`src/rtl/fsqrt_issue_stage.sv`:
```
// Issue stage for the combinational single-precision sqrt core: answers special
// operands directly and gives normal operands a fixed settle window in the core.
module fsqrt_issue_stage #(
   parameter int unsigned SETTLE_CYCLES = 4
) (
   input  logic        clk,
   input  logic        reset,
   input  logic        in_valid,
   output logic        in_ready,
   input  logic [31:0] in_data,
   output logic [31:0] core_a,
   input  logic [31:0] core_result,
   output logic        out_valid,
   input  logic        out_ready,
   output logic [31:0] out_data,
   output logic [2:0]  out_flags
);

   typedef enum logic [1:0] {IDLE, EVAL, OUT} state_t;

   state_t      state_reg;
   logic [7:0]  counter_reg;
   logic [31:0] core_a_reg;
   logic [31:0] out_data_reg;
   logic [2:0]  out_flags_reg;
   logic        out_valid_reg;

   logic        sign;
   logic [7:0]  expo;
   logic [22:0] mant;
   logic        bypass;
   logic [31:0] byp_data;
   logic [2:0]  byp_flags;
   logic        accept;

   assign sign = in_data[31];
   assign expo = in_data[30:23];
   assign mant = in_data[22:0];

   // Precedence matters: zero/denormal ignores the sign, and a negative NaN
   // is quieted and passed through rather than replaced by the default NaN.
   always_comb begin
      bypass    = 1'b1;
      byp_data  = 32'h0000_0000;
      byp_flags = 3'b001;
      if (expo == 8'h00) begin
         byp_data  = {sign, 31'b0};
         byp_flags = (mant == 23'd0) ? 3'b001 : 3'b011;
      end else if (expo == 8'hFF && mant != 23'd0) begin
         byp_data  = in_data | 32'h0040_0000;
         byp_flags = in_data[22] ? 3'b001 : 3'b101;
      end else if (sign) begin
         byp_data  = 32'h7FC0_0000;
         byp_flags = 3'b101;
      end else if (expo == 8'hFF) begin
         byp_data  = 32'h7F80_0000;
         byp_flags = 3'b001;
      end else begin
         bypass = 1'b0;
      end
   end

   assign in_ready = (state_reg == IDLE) && reset;
   assign accept   = in_valid && in_ready;

   always_ff @(posedge clk) begin
      if (!reset) begin
         state_reg     <= IDLE;
         counter_reg   <= 8'd0;
         core_a_reg    <= 32'h0000_0000;
         out_data_reg  <= 32'h0000_0000;
         out_flags_reg <= 3'b000;
         out_valid_reg <= 1'b0;
      end else begin
         case (state_reg)
            IDLE: begin
               if (accept) begin
                  if (bypass) begin
                     out_data_reg  <= byp_data;
                     out_flags_reg <= byp_flags;
                     out_valid_reg <= 1'b1;
                     state_reg     <= OUT;
                  end else begin
                     core_a_reg  <= in_data;
                     counter_reg <= 8'(SETTLE_CYCLES - 1);
                     state_reg   <= EVAL;
                  end
               end
            end
            EVAL: begin
               // core_result is only trusted once core_a has been stable for the full window
               if (counter_reg == 8'd0) begin
                  out_data_reg  <= core_result;
                  out_flags_reg <= 3'b000;
                  out_valid_reg <= 1'b1;
                  state_reg     <= OUT;
               end else begin
                  counter_reg <= counter_reg - 8'd1;
               end
            end
            OUT: begin
               if (out_ready) begin
                  out_valid_reg <= 1'b0;
                  state_reg     <= IDLE;
               end
            end
            default: state_reg <= IDLE;
         endcase
      end
   end

   assign core_a    = core_a_reg;
   assign out_valid = out_valid_reg;
   assign out_data  = out_data_reg;
   assign out_flags = out_flags_reg;

endmodule

```
`config.mk`:
```
export PLATFORM = sky130hd
export DESIGN_NAME = fsqrt_issue_stage
export DESIGN_NICKNAME = d
export VERILOG_FILES = /design/src/rtl/fsqrt_issue_stage.sv
export SDC_FILE = /design/constraint.sdc
export NUM_CORES = 1
export LEC_CHECK = 0
export ABC_AREA = 0
export BUFFER_PORTS_ARGS = -buffer_cell sky130_fd_sc_hd__clkbuf_2
export CAP_MARGIN = 0
export CORE_AREA = 5 5 86 88
export DETAILED_ROUTE_END_ITERATION = 8
export DIE_AREA = 0 0 91 93
export MAX_ROUTING_LAYER = met4
export PLACE_DENSITY_LB_ADDON = 0.05
export RECOVER_POWER = 25
export SLEW_MARGIN = 20
export SYNTH_ARGS = -nofsm -noshare
export SYNTH_HDL_FRONTEND = slang
export SYNTH_SLANG_ARGS = --single-unit
export TNS_END_PERCENT = 20
```
`constraint.sdc`:
```
create_clock -name clk -period 3 [get_ports clk]
set_input_delay 0.45 -clock clk [delete_from_list [all_inputs] [get_ports clk]]
set_output_delay 0.45 -clock clk [all_outputs]
set_load 0.02 [all_outputs]
```
==> flow_summary.json, run 1 <==
{
  "status": "complete, no violations",
  "crit_path_start": "state_reg[1]$_SDFFE_PN0P_",
  "synth-main-ff-cell": "dfxtp_1",
  "hold_viol": 0,
  "route.met2.wl_microns": 4430,
  "holdWs_ns": 0.320,
  "io_buffers": 136,
  "fp.dieW_microns": 91,
  "synth_common_cells": "nand2_1, dfxtp_1, a21oi_1",
  "gr-total-overflow": 0,
  "gp_congestion": 0.848,
  "tightest_slew_ns": 0.968,
  "drc": 0,
  "seq_area_frac_synth_pct": 48.9,
  "ctsResizeCount": 0,
  "layout.cells.non_filler": 598,
  "antenna_cells": 0,
  "period_minus_slack_ns": 2.28,
  "synth_most_common_cell": "nand2_1",
  "root_buffer": "clkbuf_8",
  "ant_nets": 0,
  "vias": 3256,
  "synth_area_per_cell_sq_um": 8.28,
  "crit_path_max_fanout": 19,
  "route.met3.wl_microns": 754,
  "worstReg2RegStart": "state_reg[1]$_SDFFE_PN0P_",
  "worstSetupStartpointType": "flip-flop",
  "setup_viol_count_final": 0,
  "drt-met1-wl_microns": 3990,
  "ys_ff_latch": 78,
  "min_path_type": "primary input to flip-flop",
  "grt_max_degree": 51,
  "yosysWarnings": 0,
  "syn_to_final_growth_pct": 28.6,
  "dp_hpwl_microns": 6750,
  "fmaxAchievable_ghz": 0.438,
  "dp_cells": 582,
  "cp.required_ns": 3.27,
  "tns_ns": 0,
  "cts_sinks": 78,
  "row_count": 30,
  "synthArstFlopShare_pct": 0,
  "synth_cell_type_count": 45,
  "critical_path_class": "flip-flop to flip-flop",
  "timing.final.crit_share_pct": 76.0,
  "critPathCaptureType": "flip-flop",
  "clockBufferDepth": 2,
  "gr-usage-all-layers_pct": 22.5,
  "ff2ff_setup_slack_ns": 0.72,
  "rr_worst_depth": 5,
  "totalWireLength_microns": 9380,
  "syn_inst": 386,
  "drt-initial-drc-count": 147,
  "clkTransAtPathRegs_ns": 0.08,
  "htreeDepth": 3,
  "synth-edff-count": 0,
  "io_pins": 137,
  "synthesis.area_sq_um": 3190,
  "postCtsSetupBuffers": 0,
  "r2r_end": "core_a[13]$_SDFFE_PN0P_",
  "slew_viol_final": 0,
  "critical_path_arrival_ns": 2.55,
  "critPathCapture": "core_a[13]$_SDFFE_PN0P_",
  "power_density_nw_per_um2": 550,
  "antenna_found_initial": 0,
  "grt_pass1_wl_microns": 15300,
  "hold_buffers": 0,
  "p_leak_nw": 1.62,
  "cts_buffers": 9,
  "clock_latency_ns": 0.35,
  "core-area_sq_um": 6570,
  "skew_ns": 0.0186,
  "yosysTopAreaCell": "dfxtp_1",
  "yosys-top-cells-area": "dfxtp_1, nand2_1, a21oi_1",
  "post-route-util_pct": 62.5,
  "die_area_sq_um": 8460,
  "drive_above_1_share_pct": 25.7,
  "fin_nets": 583,
  "irDropWorstVdd_v": 0.000287,
  "wl_per_cell_microns": 15.7,
  "firstDrtPassIters": 5,
  "grt_pass1_vias": 3258,
  "syn-num-nets": 456,
  "highest_layer": "met4",
  "rsz0062_at_grt": "false",
  "max_cap_viol_count": 0,
  "die_y_microns": 93,
  "synth_top_area_share_pct": 48.9,
  "cts_tree": "done",
  "viasPerCell": 5.44,
  "start_util_pct": 48.6,
  "slew_headroom_pct": 35.0,
  "fillers": 615
}
## kinds of logic after synthesis
kind of cell,synth area share (%)
AO/OA/AOI/OAI,24.8
XOR/XNOR,1.65
adder cells (fa/ha/maj),0.783
buffers and inverters,4.54
flip-flops,48.9
AND/OR/NAND/NOR,19.4
## worst max-delay path, cell delays in order (launching register included)
cell     delay, ns
dfxtp_1       0.43
or3_1         0.47
nor4_4        0.75
buf_4         0.35
nand2_1       0.09
a21oi_1       0.13
## worst min-delay path by stage
stage / startpoint / endpoint / slack [ns] / cells after the start
2_1_floorplan: counter_reg[7]$_SDFFE_PN0P_ / counter_reg[7]$_SDFFE_PN0P_ / 0.48 / 2
3_3_place_gp: core_a[1]$_SDFFE_PN0P_ / core_a[1]$_SDFFE_PN0P_ / 0.44 / 2
3_5_place_dp: core_a[10]$_SDFFE_PN0P_ / core_a[10]$_SDFFE_PN0P_ / 0.45 / 2
4_1_cts: out_ready / out_valid$_SDFFE_PN0P_ / 0.30 / 2
5_1_grt: out_ready / out_valid$_SDFFE_PN0P_ / 0.33 / 2
6_report: out_ready / out_valid$_SDFFE_PN0P_ / 0.32 / 2
## power by group
part | switching [W] | internal [W] | total (W)
clock network | 0.000395 | 0.000412 | 0.000807
registers | 0.0000317 | 0.00109 | 0.00112
logic | 0.000214 | 0.000116 | 0.000330
## layout make-up
class / count / area (sq um) / area share, %
repair buffers: 146 / 711 / 17.3
multi-input cells: 273 / 1510 / 36.8
clock buffers: 10 / 138 / 3.35
clock inverters: 6 / 67.6 / 1.64
well taps: 80 / 100 / 2.44
flip-flops and latches: 78 / 1560 / 38.0
inverters: 5 / 18.8 / 0.457
## placed cells by master (no fill, tap or decap), drive strengths merged, types with 3 or more instances in the layout
cell type  synthesis  routed
a21oi             59      59
nor2              24      24
nor4               7       7
dfxtp             78      78
nand2b             3       3
a22oi             22      22
xor2               6       6
nand2             79      79
buf                8      10
or4                3       3
a211oi             9       9
inv                5       7
nand3              3       3
a31oi              3       3
nor3               3       3
o21ai             26      26
clkbuf            22     146
## metal layers
| metal | GRT usage [%] | up-vias |
|---|---|---|
| met5 | - | - |
| met4 | 9.17 | 0 |
| met3 | 5.39 | 17 |
| met2 | 36.0 | 132 |
| met1 | 27.3 | 1495 |
| li1 | - | 1612 |
## stage by stage
step	cell area [sq um]	setup slack [ns]	power, W
6_report	4110	0.719	0.00226
4_1_cts	4150	0.710	0.00229
5_1_grt	4110	0.565	0.00236
3_3_place_gp	3950	0.697	0.00148
2_1_floorplan	3190	1.12	0.00134
3_5_place_dp	3950	0.617	0.00148
(Power assumes the default switching activity.)
==> run 2, diff against run 1 <==
--- a/config.mk
+++ b/config.mk
@@ -5,12 +5,12 @@
 export SDC_FILE = /design/constraint.sdc
 export NUM_CORES = 1
 export LEC_CHECK = 0
-export ABC_AREA = 0
+export ABC_AREA = 1
 export BUFFER_PORTS_ARGS = -buffer_cell sky130_fd_sc_hd__clkbuf_2
 export CAP_MARGIN = 0
-export CORE_AREA = 5 5 86 88
+export CORE_AREA = 5 5 99 101
 export DETAILED_ROUTE_END_ITERATION = 8
-export DIE_AREA = 0 0 91 93
+export DIE_AREA = 0 0 104 106
 export MAX_ROUTING_LAYER = met4
 export PLACE_DENSITY_LB_ADDON = 0.05
 export RECOVER_POWER = 25
==> constraint.sdc (replaced) <==
create_clock -name clk -period 1.9 [get_ports clk]
set_input_delay 0.285 -clock clk [delete_from_list [all_inputs] [get_ports clk]]
set_output_delay 0.285 -clock clk [all_outputs]
set_load 0.02 [all_outputs]
==> run 2 against run 1 <==
Register-to-register slack worse by 0.49 ns. Die area rose by 30%. Clock power grew 69%. Global-route usage shrank 3.3 points. Largest cell class is now multi-input combinational cells. Largest power group unchanged. Highest routed layer unchanged.
==> flow_summary.json, run 2 <==
{
  "hold_depth": 3,
  "min_path_type": "primary input to flip-flop",
  "synth_top_area_share_pct": 40.8,
  "synth-edff-count": 0,
  "vias": 3893,
  "ys_ff_latch": 78,
  "hold_buffers": 0,
  "fp.dieW_microns": 104,
  "slew_headroom_pct": 72.5,
  "core-area_sq_um": 8930,
  "die_area_sq_um": 11000,
  "grt_pass1_vias": 3598,
  "hold_viol": 0,
  "fin_nets": 803,
  "power_density_nw_per_um2": 864,
  "layout_commonest_cell": "nand2_1",
  "wl_per_cell_microns": 12.3,
  "cts_tree": "done",
  "synthesis.area_sq_um": 3830,
  "yosysTopAreaCell": "dfxtp_1",
  "postCtsSetupBuffers": 0,
  "setup_viol_count_final": 0,
  "viasPerCell": 4.59,
  "clkTransAtPathRegs_ns": 0.09,
  "seq_area_frac_synth_pct": 40.8,
  "slew_viol_final": 0,
  "start_util_pct": 42.8,
  "synthArstFlopShare_pct": 0,
  "layout.cells.non_filler": 849,
  "cts_buffers": 9,
  "dp_cells": 833,
  "irDropWorstVdd_v": 0.000458,
  "critPathCaptureType": "flip-flop",
  "firstDrtPassIters": 5,
  "drc": 0,
  "period_minus_slack_ns": 1.67,
  "ant_nets": 0,
  "syn-num-nets": 672,
  "tns_ns": 0,
  "synth_area_per_cell_sq_um": 6.36,
  "min_to": "core_a[22]$_SDFFE_PN0P_",
  "htreeDepth": 3,
  "syn_to_final_growth_pct": 24.5,
  "gr-usage-all-layers_pct": 19.1,
  "critical_path_arrival_ns": 1.95,
  "finalInstanceArea_sq_um": 4760,
  "timing.final.crit_share_pct": 88.0,
  "dpl_cell_area_sq_um": 4600,
  "cts_sinks": 78,
  "io_pins": 137,
  "skew_ns": 0.0107,
  "fmaxAchievable_ghz": 0.598,
  "r2r_end": "out_flags[1]$_SDFFE_PN0P_",
  "worstSetupStartpointType": "flip-flop",
  "root_buffer": "clkbuf_8",
  "rr_worst_depth": 10,
  "ctsResizeCount": 0,
  "io_buffers": 136,
  "antenna_cells": 0,
  "die_y_microns": 106,
  "drive_above_1_share_pct": 19.0,
  "tightest_slew_ns": 0.413,
  "worstReg2RegStart": "counter_reg[1]$_SDFFE_PN0P_",
  "yosysWarnings": 0,
  "p_leak_nw": 2.40,
  "cp.required_ns": 2.18,
  "crit_path_max_fanout": 27,
  "grt_max_degree": 48,
  "ff2ff_setup_slack_ns": 0.23,
  "totalWireLength_microns": 10500,
  "gr-total-overflow": 0,
  "syn_inst": 602,
  "post-route-util_pct": 53.3,
  "synth_most_common_cell": "nand2_1",
  "drt-initial-drc-count": 136,
  "status": "complete, no violations",
  "dp_hpwl_microns": 7900,
  "max_cap_viol_count": 0,
  "row_count": 35,
  "clockBufferDepth": 2,
  "final_cell_mix": "nand2_1, nor2_1, clkbuf_2",
  "hp-start": "in_data[22]",
  "synth_cell_type_count": 27,
  "antenna_found_initial": 0,
  "clock_latency_ns": 0.35,
  "synth_common_cells": "nand2_1, nor2_1, inv_1",
  "synth-main-ff-cell": "dfxtp_1",
  "yosys-top-cells-area": "dfxtp_1, nand2_1, nor2_1",
  "rsz0062_at_grt": "false",
  "grt_pass1_wl_microns": 17100,
  "critical_path_class": "flip-flop to flip-flop",
  "gp_congestion": 0.822
}
## run 2: cell families (layout without fill, tap and decap cells)
logic type                 count (synthesis)  after routing  synth area share [%]
adders and majority gates                  2              2                 0.654
and+or+nand+nor                          297            297                  31.2
buffers and inverters                    122            258                  13.2
AOI/OAI and AO/OA                         98             98                  13.0
xor gates and xnor gates                   5              5                  1.14
DFF                                       78             78                  40.8
## run 2: through the flow
| step | total power (W) | setup slack (ns) | hold WS [ns] |
|---|---|---|---|
| after global routing | 0.00437 | 0.0300 | 0.254 |
| after global placement | 0.00281 | 0.270 | 0.431 |
| final | 0.00412 | 0.229 | 0.245 |
| after floorplan | 0.00251 | 0.380 | 0.458 |
| after CTS | 0.00419 | 0.212 | 0.224 |
| after detailed placement | 0.00282 | 0.204 | 0.433 |
## run 2: worst max-delay path, cell delays in order (launching register included)
cell     delay, ns
dfxtp_1       0.36
inv_1         0.07
ha_1          0.17
nand3_1       0.08
nor2_1        0.05
nor2_2        0.14
nor2_4        0.06
nand3_4       0.13
buf_4         0.30
nand2_1       0.08
a21oi_1       0.15
## run 2: worst max-delay path by stage
| stage | start | end | slack [ns] | cells past startpoint |
|---|---|---|---|---|
| after floorplan | counter_reg[0]$_SDFFE_PN0P_ | out_data[3]$_SDFFE_PN0P_ | 0.38 | 11 |
| after global placement | in_data[24] | out_data[27]$_SDFFE_PN0P_ | 0.27 | 10 |
| after detailed placement | in_data[24] | out_flags[1]$_SDFFE_PN0P_ | 0.20 | 10 |
| after CTS | counter_reg[1]$_SDFFE_PN0P_ | out_flags[1]$_SDFFE_PN0P_ | 0.21 | 10 |
| after global routing | counter_reg[2]$_SDFFE_PN0P_ | out_data[9]$_SDFFE_PN0P_ | 0.03 | 10 |
| final | counter_reg[1]$_SDFFE_PN0P_ | out_flags[1]$_SDFFE_PN0P_ | 0.23 | 10 |
## run 2: layout make-up
cell class	instances	area (sq um)
Multi-Input combinational cell	402	1760
Sequential cell	78	1560
Clock buffer	10	128
Fill cell	997	4170
Timing Repair Buffer	151	748
Tap cell	111	139
Clock inverter	6	86.3
Inverter	91	342
## run 2: metal layers
layer	wire length (microns)	GRT usage, %	vias up
li1	-	-	2084
met1	5090	25.2	1691
met5	0	-	-
met4	196	7.03	0
met3	541	3.89	17
met2	4640	29.2	101
## run 2: where the power goes
group,internal (W),switching (W),leakage (nW)
registers,0.00177,0.0000730,0.638
clock network,0.000738,0.000620,0.106
logic,0.000315,0.000601,1.66
